**config.mk**
```make
export PLATFORM = sky130hd
export DESIGN_NAME = multicycle_ctrl_fsm
export DESIGN_NICKNAME = d
export VERILOG_FILES = /design/src/rtl/multicycle_ctrl_fsm_pkg.sv /design/src/rtl/multicycle_ctrl_fsm_alu_decoder.sv /design/src/rtl/multicycle_ctrl_fsm.sv
export SDC_FILE = /design/constraint.sdc
export NUM_CORES = 1
export LEC_CHECK = 0
export CAP_MARGIN = 20
export CORE_ASPECT_RATIO = 0.9
export CORE_MARGIN = 2
export CORE_UTILIZATION = 32
export CTS_BUF_LIST = sky130_fd_sc_hd__clkbuf_4 sky130_fd_sc_hd__clkbuf_8
export CTS_CLUSTER_DIAMETER = 40
export CTS_CLUSTER_SIZE = 30
export DETAILED_ROUTE_END_ITERATION = 8
export PLACE_DENSITY_LB_ADDON = 0.3
export RECOVER_POWER = 100
export SLEW_MARGIN = 10
export SYNTH_ARGS = -nofsm -noshare
export SYNTH_HDL_FRONTEND = slang
export SYNTH_SLANG_ARGS = --single-unit
```
**constraint.sdc**
```tcl
create_clock -name clk -period 1.4 [get_ports clk]
set_clock_uncertainty 0.15 [all_clocks]
set_input_delay 0.28 -clock clk [delete_from_list [all_inputs] [get_ports clk]]
set_output_delay 0.28 -clock clk [all_outputs]
set_load 0.03 [all_outputs]
```
**src/rtl/multicycle_ctrl_fsm_pkg.sv**
```systemverilog
// ============================================================================
// Module : ctrl_pkg
// Brief  : Shared encodings for the multi-cycle ARM control unit.
// Rev    : 1.0 - initial release
// ============================================================================
`default_nettype none

package ctrl_pkg;

  typedef enum logic [3:0] {
    FETCH  = 4'd0,
    DECODE = 4'd1,
    MEMADR = 4'd2,
    MEMRD  = 4'd3,
    MEMWB  = 4'd4,
    MEMWR  = 4'd5,
    EXECR  = 4'd6,
    EXECI  = 4'd7,
    BRANCH = 4'd8,
    ALUWB  = 4'd9
  } state_t;

  localparam logic [1:0] ALU_ADD = 2'b00;
  localparam logic [1:0] ALU_SUB = 2'b01;
  localparam logic [1:0] ALU_AND = 2'b10;
  localparam logic [1:0] ALU_ORR = 2'b11;

  localparam logic [1:0] RES_ALUOUT    = 2'b00;
  localparam logic [1:0] RES_DATA      = 2'b01;
  localparam logic [1:0] RES_ALURESULT = 2'b10;

  localparam logic [1:0] SRCB_RD2    = 2'b00;
  localparam logic [1:0] SRCB_EXTIMM = 2'b01;
  localparam logic [1:0] SRCB_FOUR   = 2'b10;

  localparam logic [1:0] OP_DP    = 2'b00;
  localparam logic [1:0] OP_MEM   = 2'b01;
  localparam logic [1:0] OP_BR    = 2'b10;
  localparam logic [1:0] OP_UNDEF = 2'b11;

  localparam logic [3:0] CMD_ADD = 4'b0100;
  localparam logic [3:0] CMD_SUB = 4'b0010;
  localparam logic [3:0] CMD_AND = 4'b0000;
  localparam logic [3:0] CMD_ORR = 4'b1100;
  localparam logic [3:0] CMD_CMP = 4'b1010;

  function automatic logic is_cmp(input logic [5:0] funct);
    return funct[4:1] == CMD_CMP;
  endfunction

endpackage

`default_nettype wire

```
**src/rtl/multicycle_ctrl_fsm_alu_decoder.sv**
```systemverilog
// ============================================================================
// Module : alu_decoder
// Brief  : Maps the data-processing cmd field to ALU control, flag writes and
//          the CMP result-suppress request.
// Rev    : 1.0 - initial release
// ============================================================================
`default_nettype none

module alu_decoder
  import ctrl_pkg::*;
(
  input  logic [5:0] i_funct,
  input  logic       i_aluop,
  output logic [1:0] o_alu_control,
  output logic [1:0] o_flag_w,
  output logic       o_no_write
);

  logic w_known;

  always_comb begin
    o_alu_control = ALU_ADD;
    o_flag_w      = 2'b00;
    o_no_write    = 1'b0;
    w_known       = 1'b0;
    if (i_aluop) begin
      case (i_funct[4:1])
        CMD_ADD: begin o_alu_control = ALU_ADD; w_known = 1'b1; end
        CMD_SUB: begin o_alu_control = ALU_SUB; w_known = 1'b1; end
        CMD_AND: begin o_alu_control = ALU_AND; w_known = 1'b1; end
        CMD_ORR: begin o_alu_control = ALU_ORR; w_known = 1'b1; end
        CMD_CMP: begin o_alu_control = ALU_SUB; o_no_write = 1'b1; w_known = 1'b1; end
        default: ;
      endcase
      // Carry/overflow only mean something for the arithmetic operations.
      if (w_known) begin
        o_flag_w[1] = i_funct[0];
        o_flag_w[0] = i_funct[0] & ((o_alu_control == ALU_ADD) | (o_alu_control == ALU_SUB));
      end
    end
  end

endmodule

`default_nettype wire

```
**src/rtl/multicycle_ctrl_fsm.sv**
```systemverilog
// ============================================================================
// Module : multicycle_ctrl_fsm
// Brief  : Multi-cycle ARM control unit (main FSM, ALU and instruction decode).
//          Define CTRL_PERF_CNT_EN to add the retired-instruction counter.
// Rev    : 1.0 - initial release
// ============================================================================
`default_nettype none

module multicycle_ctrl_fsm
  import ctrl_pkg::*;
#(
  parameter int CNT_W = 32
) (
  input  logic             clk,
  input  logic             reset,
  input  logic [1:0]       Op,
  input  logic [5:0]       Funct,
  input  logic [3:0]       Rd,
  output logic             PCS,
  output logic             RegW,
  output logic             MemW,
  output logic [1:0]       FlagW,
  output logic             NoWrite,
  output logic             NextPC,
  output logic             IRWrite,
  output logic             AdrSrc,
  output logic [1:0]       ResultSrc,
  output logic             ALUSrcA,
  output logic [1:0]       ALUSrcB,
  output logic [1:0]       ALUControl,
  output logic [1:0]       ImmSrc,
  output logic [1:0]       RegSrc
`ifdef CTRL_PERF_CNT_EN
  ,
  output logic [CNT_W-1:0] retired
`endif
);

  state_t r_state;
  state_t w_next;
  logic   w_branch;
  logic   w_aluop;
  logic   w_dec_no_write;

  always_ff @(posedge clk or posedge reset) begin
    if (reset) r_state <= FETCH;
    else       r_state <= w_next;
  end

  always_comb begin
    w_next    = r_state;
    w_branch  = 1'b0;
    w_aluop   = 1'b0;
    RegW      = 1'b0;
    MemW      = 1'b0;
    NextPC    = 1'b0;
    IRWrite   = 1'b0;
    AdrSrc    = 1'b0;
    ResultSrc = RES_ALUOUT;
    ALUSrcA   = 1'b0;
    ALUSrcB   = SRCB_RD2;
    case (r_state)
      FETCH: begin
        IRWrite = 1'b1; NextPC = 1'b1; ALUSrcA = 1'b1;
        ALUSrcB = SRCB_FOUR; ResultSrc = RES_ALURESULT;
        w_next  = DECODE;
      end
      DECODE: begin
        ALUSrcA = 1'b1; ALUSrcB = SRCB_FOUR; ResultSrc = RES_ALURESULT;
        case (Op)
          OP_MEM:  w_next = MEMADR;
          OP_DP:   w_next = Funct[5] ? EXECI : EXECR;
          OP_BR:   w_next = BRANCH;
          default: w_next = FETCH;
        endcase
      end
      MEMADR: begin
        ALUSrcB = SRCB_EXTIMM;
        w_next  = Funct[0] ? MEMRD : MEMWR;
      end
      MEMRD: begin AdrSrc = 1'b1; w_next = MEMWB; end
      MEMWB: begin ResultSrc = RES_DATA; RegW = 1'b1; w_next = FETCH; end
      MEMWR: begin AdrSrc = 1'b1; MemW = 1'b1; w_next = FETCH; end
      EXECR: begin ALUSrcB = SRCB_RD2; w_aluop = 1'b1; w_next = ALUWB; end
      EXECI: begin ALUSrcB = SRCB_EXTIMM; w_aluop = 1'b1; w_next = ALUWB; end
      ALUWB: begin RegW = 1'b1; w_next = FETCH; end
      BRANCH: begin
        ALUSrcB = SRCB_EXTIMM; ResultSrc = RES_ALURESULT; w_branch = 1'b1;
        w_next  = FETCH;
      end
      default: w_next = FETCH;
    endcase
  end

  alu_decoder u_alu_decoder (
    .i_funct       (Funct),
    .i_aluop       (w_aluop),
    .o_alu_control (ALUControl),
    .o_flag_w      (FlagW),
    .o_no_write    (w_dec_no_write)
  );

  // CMP keeps NoWrite up into writeback so the condition stage can block RegWrite there.
  assign NoWrite = w_dec_no_write | ((r_state == ALUWB) & is_cmp(Funct));
  assign PCS     = (RegW & (Rd == 4'hF)) | w_branch;
  assign ImmSrc  = Op;
  assign RegSrc  = {Op == OP_MEM, Op == OP_BR};

`ifdef CTRL_PERF_CNT_EN
  logic [CNT_W-1:0] r_retired;

  always_ff @(posedge clk or posedge reset) begin
    if (reset)
      r_retired <= '0;
    else if ((r_state != FETCH) && (w_next == FETCH))
      r_retired <= r_retired + {{(CNT_W-1){1'b0}}, 1'b1};
  end

  assign retired = r_retired;
`else
  logic [CNT_W-1:0] w_unused_cnt;
  assign w_unused_cnt = '0;
`endif

endmodule

`default_nettype wire

```
==> flow_summary.ini, run 1 <==
[sta]
crit_endpoint = NoWrite
worst-ep-kind = top-level output

[logic_synthesis]
syn_area_per_cell_um2 = 7.68
synth_cells = 64
synth_seq_cells = 4
synth_top_cell_area_share_pct = 20.4
syn_nets = 78
synth_area_leaders = dfrtp_1, nor3_1, nor4b_1, a21oi_1, buf_2
synth_largest_area_cell = dfrtp_1
yosysUniqueCellTypes = 30
yosysWarnings = 0
yosysSeqAreaShare_pct = 20.4
syn_area_um2 = 492

[placed_design]
placed_cell_area_um2 = 1070
hpwl_um = 1410
gp_congestion = 0.719
port_buffers = 33

[floorplanning]
dieWidth_um = 45.3
initial_utilization_pct = 34.0
die_y_um = 41.2
io_pins = 34
rows = 13

[clock_tree]
numClockSinks = 4
cts_buffers = 3
cts_root_buffer = clkbuf_4
htree_levels = 1
ctsHoldBuffers = 0
clk_path_buf_depth = 2

[status]
status = aborted with a tool error
tool.error = [ERROR DPL-0038] Utilization greater than 100%, impossible to legalize
haltStage = global routing

[grt]
grt_max_degree = 16
==> synth_stat cells <==
master and number:
nor4_1 1, nor2_1 2, xnor2_1 2, a2111oi_0 1, nor2b_1 2, and3b_1 1, nor4bb_1 1, o22a_1 1
nor4b_2 1, a211oi_2 1, xor2_1 1, nand4_1 1, nand3b_1 2, nor3b_1 3, o31ai_1 1, buf_4 3
dfrtp_1 4, nor3_1 7, a21oi_1 5, or3b_2 1, a31oi_1 1, o21bai_1 1, nand2b_1 3, inv_1 3
a211oi_1 1, buf_2 5, or3_1 1, a211o_1 1, nand2_1 4, nor4b_1 3
==> repair_timing <==
action | in CTS
pin swaps | 8
buffers inserted | 2
resized for setup | 29
endpoints found under the setup margin | 24
==> kinds of logic after synthesis <==
group / after synthesis / synth area share [%]
AOI/OAI and AO/OA: 13 / 18.8
xor gates and xnor gates: 3 / 5.34
buffers and inverters: 11 / 12.0
DFF: 4 / 20.4
and+or+nand+nor: 33 / 43.5
==> through the flow <==
step | instances | setup slack [ns] | setup TNS, ns
floorplan | 64 | -0.372 | -2.62
CTS | 132 | -0.520 | -6.31
detailed placement | 127 | -0.667 | -5.72
global placement | 127 | -0.633 | -5.20
==> inputs of run 2 (changes only) <==
CORE_AREA = 2 2 63 65   (was not set)
CORE_ASPECT_RATIO = not set   (was 0.9)
CORE_MARGIN = not set   (was 2)
CORE_UTILIZATION = not set   (was 32)
CTS_BUF_LIST = not set   (was sky130_fd_sc_hd__clkbuf_4 sky130_fd_sc_hd__clkbuf_8)
CTS_CLUSTER_DIAMETER = not set   (was 40)
CTS_CLUSTER_SIZE = not set   (was 30)
DIE_AREA = 0 0 65 67   (was not set)
PLACE_DENSITY_LB_ADDON = 0.15   (was 0.3)
clock period = 1.8 ns   (was 1.4 ns; I/O delays follow)
==> run 2 against run 1 <==
Effect of this change:
- the flow now finishes, with violations (negative setup slack)
- synthesized cell count stayed put
- area after synthesis is the same
==> flow_summary.ini, run 2 <==
[status]
status = finished, violations left
violations = negative setup slack

[floorplanning]
dieWidth_um = 65
initial_utilization_pct = 13.6
die_area_um2 = 4360
die_y_um = 67
coreArea_um2 = 3610
io_pins = 34
rows = 22

[drt]
dr.pass1.iters = 2
via_count = 654
wl_met3_um = 73
dr.max_layer_used = met3
wl_met1_um = 719
drt-wirelength-per-cell_um = 11.7
antenna_left = 0
drt_iter0_drc = 8
met2_length_um = 1080
drc = 0
wirelength_um = 1880
viasPerCell = 4.06

[grt]
overflow = 0
grt_pass1_wl_um = 3040
grt_max_degree = 15
track_usage_pct = 9.12
grt_pass1_vias = 643
grt_antenna_before_repair = 0

[logic_synthesis]
synth_cells = 64
synth_largest_area_cell = dfrtp_1
synth_area_leaders = dfrtp_1, nor3_1, nor4b_1, a21oi_1, buf_2
synthFlopType = dfrtp_1
syn_nets = 78
synth_seq_cells = 4
yosysSeqAreaShare_pct = 20.4
synth-edff-count = 0
synth_top_cell_area_share_pct = 20.4
synth_top_cells_by_count = nor3_1, a21oi_1, buf_2
yosysMostFrequentCell = nor3_1
synth-async-reset-ratio_pct = 100
syn_area_um2 = 492
yosysWarnings = 0
syn_area_per_cell_um2 = 7.68
yosysUniqueCellTypes = 30

[clock_tree]
cts_root_buffer = clkbuf_8
ctsHoldBuffers = 0
numClockSinks = 4
cts_buffers = 3
clk_pin_slew_ns = 0.03
clk_latency_ns = 0.21
cts_tree = done
clk_path_buf_depth = 2
htree_levels = 1

[pwr]
leakagePower_nw = 0.469
total_power_mw = 1.78
power_density_nw_per_um2 = 1570
vdd_drop_max_v = 0.000977

[job]
max-cap-violations = 0

[cells_and_area]
most-common-layout-cells = buf_4, buf_6, dlygate4sd2_1, nor3_2
reg_top3 = r_state: 4 flops
syn2layout_area_growth_pct = 132
largest_register_ffs = 4
n_fill_cell = 393
top_register = r_state
insertedDiodeCount = 0
layout_commonest_cell = buf_4
layout-drive-gt1-share_pct = 58.4
nets = 129

[critical_path]
r2r_start = r_state[2]
path_class = flip-flop to output pin
cp-startpoint = r_state[1]
worst_ep_arrival_time_ns = 1.43
crit_fanout = 4
cp-start-kind = flip-flop
end_kind = output pin
cp.required_ns = 1.29

[placed_design]
port_buffers = 33
gp_congestion = 0.665
hpwl_um = 1460

[sta]
rsz0062_at_grt = true
period_minus_slack_ns = 1.94
tightestPinTransition_ns = 0.259
period_share_pct = 108
finalHoldViolCount = 0
slew_headroom_pct = 82.5
drv_slew = 0
setup_viol = 10
layout_setup_ws_ns = -0.144
fmax_ghz = 0.514
fin_hold_ws_ns = 0.311

[hold_path]
min_path_type = primary input to asynchronous set/reset pin
-- run 2: path summary, 6_finish.rpt --
path                                   end  slack, ns  depth (start not counted)
worst max-delay path               NoWrite      -0.14                          4
worst min-delay path            r_state[0]       0.31                          2
worst max register to register  r_state[3]       0.41                          4
worst min register to register  r_state[0]       0.55                          3
max in group asynchronous       r_state[1]       1.03                          2
min in group clk                r_state[3]       0.48                          4
-- run 2: worst max-delay path, cell delays in order, from the launching register on --
cell and delay, ns:
dfrtp_2 0.43, nor4bb_4 0.29, nor2_1 0.10, nor4b_4 0.20, buf_4 0.19
-- run 2: repair_timing --
item,in CTS,in global routing
resized for setup,26,12
buffers inserted,2,2
pin swaps,11,3
endpoints found under the setup margin,12,16
-- run 2: stage by stage --
| step | setup WS [ns] | area (µm²) | utilization, % | instances | TNS, ns |
|---|---|---|---|---|---|
| 6_report | -0.144 | 1140 | 31.6 | 161 | -0.774 |
| 5_1_grt | -0.216 | 1140 | 31.6 | 161 | -1.69 |
| 4_1_cts | -0.163 | 1110 | 30.8 | 160 | -0.895 |
| 3_5_place_dp | -0.362 | 996 | 27.6 | 155 | -1.69 |
| 3_3_place_gp | -0.335 | 996 | 27.6 | 155 | -1.61 |
| 2_1_floorplan | -0.103 | 574 | - | 64 | -0.353 |
-- run 2: logic make-up after synthesis --
group           after synthesis  synth area share, %
simple gates                 33                 43.5
compound gates               13                 18.8
buf+inv                      11                 12.0
flops                         4                 20.4
xor+xnor                      3                 5.34
-- run 2: area by class of cell --
cell class | instances | area, µm² | area share, %
Clock buffer | 3 | 41.3 | 3.62
Inverter | 3 | 11.3 | 0.988
Multi-Input combinational cell | 49 | 469 | 41.2
Sequential cell | 4 | 103 | 9.00
Tap cell | 48 | 60.1 | 5.27
Timing Repair Buffer | 54 | 455 | 40.0
-- run 2: metal layers --
layer	vias up	global-route usage, %
li1	332	-
met4	0	3.19
met1	310	9.88
met2	12	17.1
met5	-	0
met3	0	2.20
-- run 2: report_power, final --
part / switching [mW] / internal (mW)
Sequential: 0.0543 / 0.135
Clock: 0.0431 / 0.142
Combinational: 0.786 / 0.624
Note: power is estimated with default switching activity, not from simulation.
==> inputs of run 3 (changes only) <==
REMOVE_ABC_BUFFERS = 1   (was not set)
clock period = 1.87 ns   (was 1.8 ns; I/O delays follow)
==> run 3 against run 2 <==
Effect of this change:
- the run still ends with negative setup slack left
- final cell count up 3.1%
- die area unchanged
- global-route usage up 0.29 points
- sequential power is 4% higher
- power increased by 8.3%
- worst setup slack gained 0.0055 ns
- critical endpoint is now PCS
==> flow_summary.ini, run 3 (same netlist as run 2, synthesis figures left out) <==
[status]
status = finished, violations left
violations = negative setup slack

[grt]
grt_util_met2_pct = 16.8
grt.met1_usage_pct = 10.5
grt.busiest_layer = met2
grt_pass1_vias = 676
grt_antenna_before_repair = 0
grtUsageMet3_pct = 3.04
grt_pass1_wl_um = 3130
grt_max_degree = 15
track_usage_pct = 9.41
overflow = 0

[critical_path]
cp.required_ns = 1.35
slowest_delay_ns = 0.43
crit_fanout = 7
critPathSlowestCell = dfrtp_2
cp_cell_sequence = buf_4, nand2b_4, or3_1, a21oi_2, buf_6
end_kind = output pin
cp-start-kind = flip-flop
path_class = flip-flop to output pin
worst_ep_arrival_time_ns = 1.48

[cells_and_area]
insertedDiodeCount = 0
layout_commonest_cell = buf_4
top_register = r_state
largest_register_ffs = 4
layout-drive-gt1-share_pct = 63.6
nets = 134
syn2layout_area_growth_pct = 148
reg_top3 = r_state: 4 flops
utilization_pct = 33.8
most-common-layout-cells = buf_4, buf_6, dlygate4sd2_1, nor3_2

[drt]
via_count = 696
antenna_left = 0
wirelength_um = 1950
viasPerCell = 4.19
dr.pass1.iters = 2
drt-wirelength-per-cell_um = 11.8
drt_iter0_drc = 1
drc = 0

[floorplanning]
coreArea_um2 = 3610
rows = 22
die_y_um = 67
io_pins = 34
die_area_um2 = 4360
initial_utilization_pct = 13.6
dieWidth_um = 65

[sta]
finalHoldViolCount = 0
rsz0062_at_grt = true
slew_headroom_pct = 81.2
setup_viol = 10
drv_slew = 0
tns_ns = -0.632
fmax_ghz = 0.498
tightestPinTransition_ns = 0.278
period_share_pct = 107
fin_hold_ws_ns = 0.342
layout_setup_ws_ns = -0.138
period_minus_slack_ns = 2.01

[clock_tree]
cts_buffers = 3
clk_latency_ns = 0.22
htree_levels = 1
cts_tree = done
clk_pin_slew_ns = 0.03
clk_path_buf_depth = 2
ctsHoldBuffers = 0
cts_root_buffer = clkbuf_8
numClockSinks = 4

[placed_design]
port_buffers = 33
gp_congestion = 0.682
hpwl_um = 1380

[pwr]
vdd_drop_max_v = 0.000482
power_density_nw_per_um2 = 1580
power_frac_seq_pct = 10.2
p_clk_share_pct = 9.3
switching_share_pct = 46.6
leakagePower_nw = 0.500
p_int_mw = 1.03
switchingPower_mw = 0.901
p_comb_share_pct = 80.5

[hold_path]
min_path_type = primary input to asynchronous set/reset pin

[job]
max-cap-violations = 0
run 3: layout make-up:
class | instances | area (µm²)
sequential | 4 | 104
clock buffer | 3 | 41.3
fill | 385 | 2390
inverter | 3 | 11.3
multi-input combinational | 49 | 482
tap | 48 | 60.1
timing repair buffer | 59 | 522
run 3: metal layers:
metal	vias up	routed length (µm)
met5	-	0
met4	0	8
met3	2	100
met2	21	1030
met1	326	809
li1	347	-
run 3: repair_timing:
| action | in CTS | in global routing |
|---|---|---|
| endpoints found under the setup margin | 10 | 15 |
| pin swaps | 9 | 6 |
| buffers inserted | 5 | 5 |
| resized for setup | 31 | 22 |
run 3: final timing paths:
check                            from  slack, ns  cells after the start         end
max                        r_state[2]      -0.14                      5         PCS
min reg2reg                r_state[3]       0.47                      2  r_state[3]
min                             reset       0.34                      2  r_state[0]
min in group clk           r_state[3]       0.47                      2  r_state[3]
max reg2reg                r_state[1]       0.38                      5  r_state[0]
max in group asynchronous       reset       1.06                      2  r_state[3]
run 3: power groups by stage:
stage / Sequential [mW] / Combinational (mW) / Clock (mW)
after floorplan: 0.242 / 0.550 / 0
after global placement: 0.177 / 1.15 / 0
after detailed placement: 0.176 / 1.14 / 0
after CTS: 0.184 / 1.32 / 0.182
after global routing: 0.206 / 1.65 / 0.197
final: 0.198 / 1.56 / 0.180
run 3: through the flow:
step	instances	power [mW]	area, µm²	setup WS (ns)
floorplan	56	0.792	444	-1.01
global placement	153	1.32	917	-0.325
detailed placement	153	1.32	917	-0.362
CTS	161	1.69	1080	-0.149
global route	166	2.05	1220	-0.248
finish	166	1.93	1220	-0.138
run 3: critical path, delay by kind of cell, from the launching register on:
kind | cells | cell delay [ns]
AO/OA/AOI/OAI | 1 | 0.15
buffers and inverters | 2 | 0.29
flip-flops | 1 | 0.43
AND/OR/NAND/NOR | 2 | 0.40
==> inputs of run 4 (changes only) <==
CTS_BUF_LIST = sky130_fd_sc_hd__clkbuf_4 sky130_fd_sc_hd__clkbuf_8   (was not set)
==> results of run 4 <==
Final layout, timing and power as in run 3 (identical DEF).
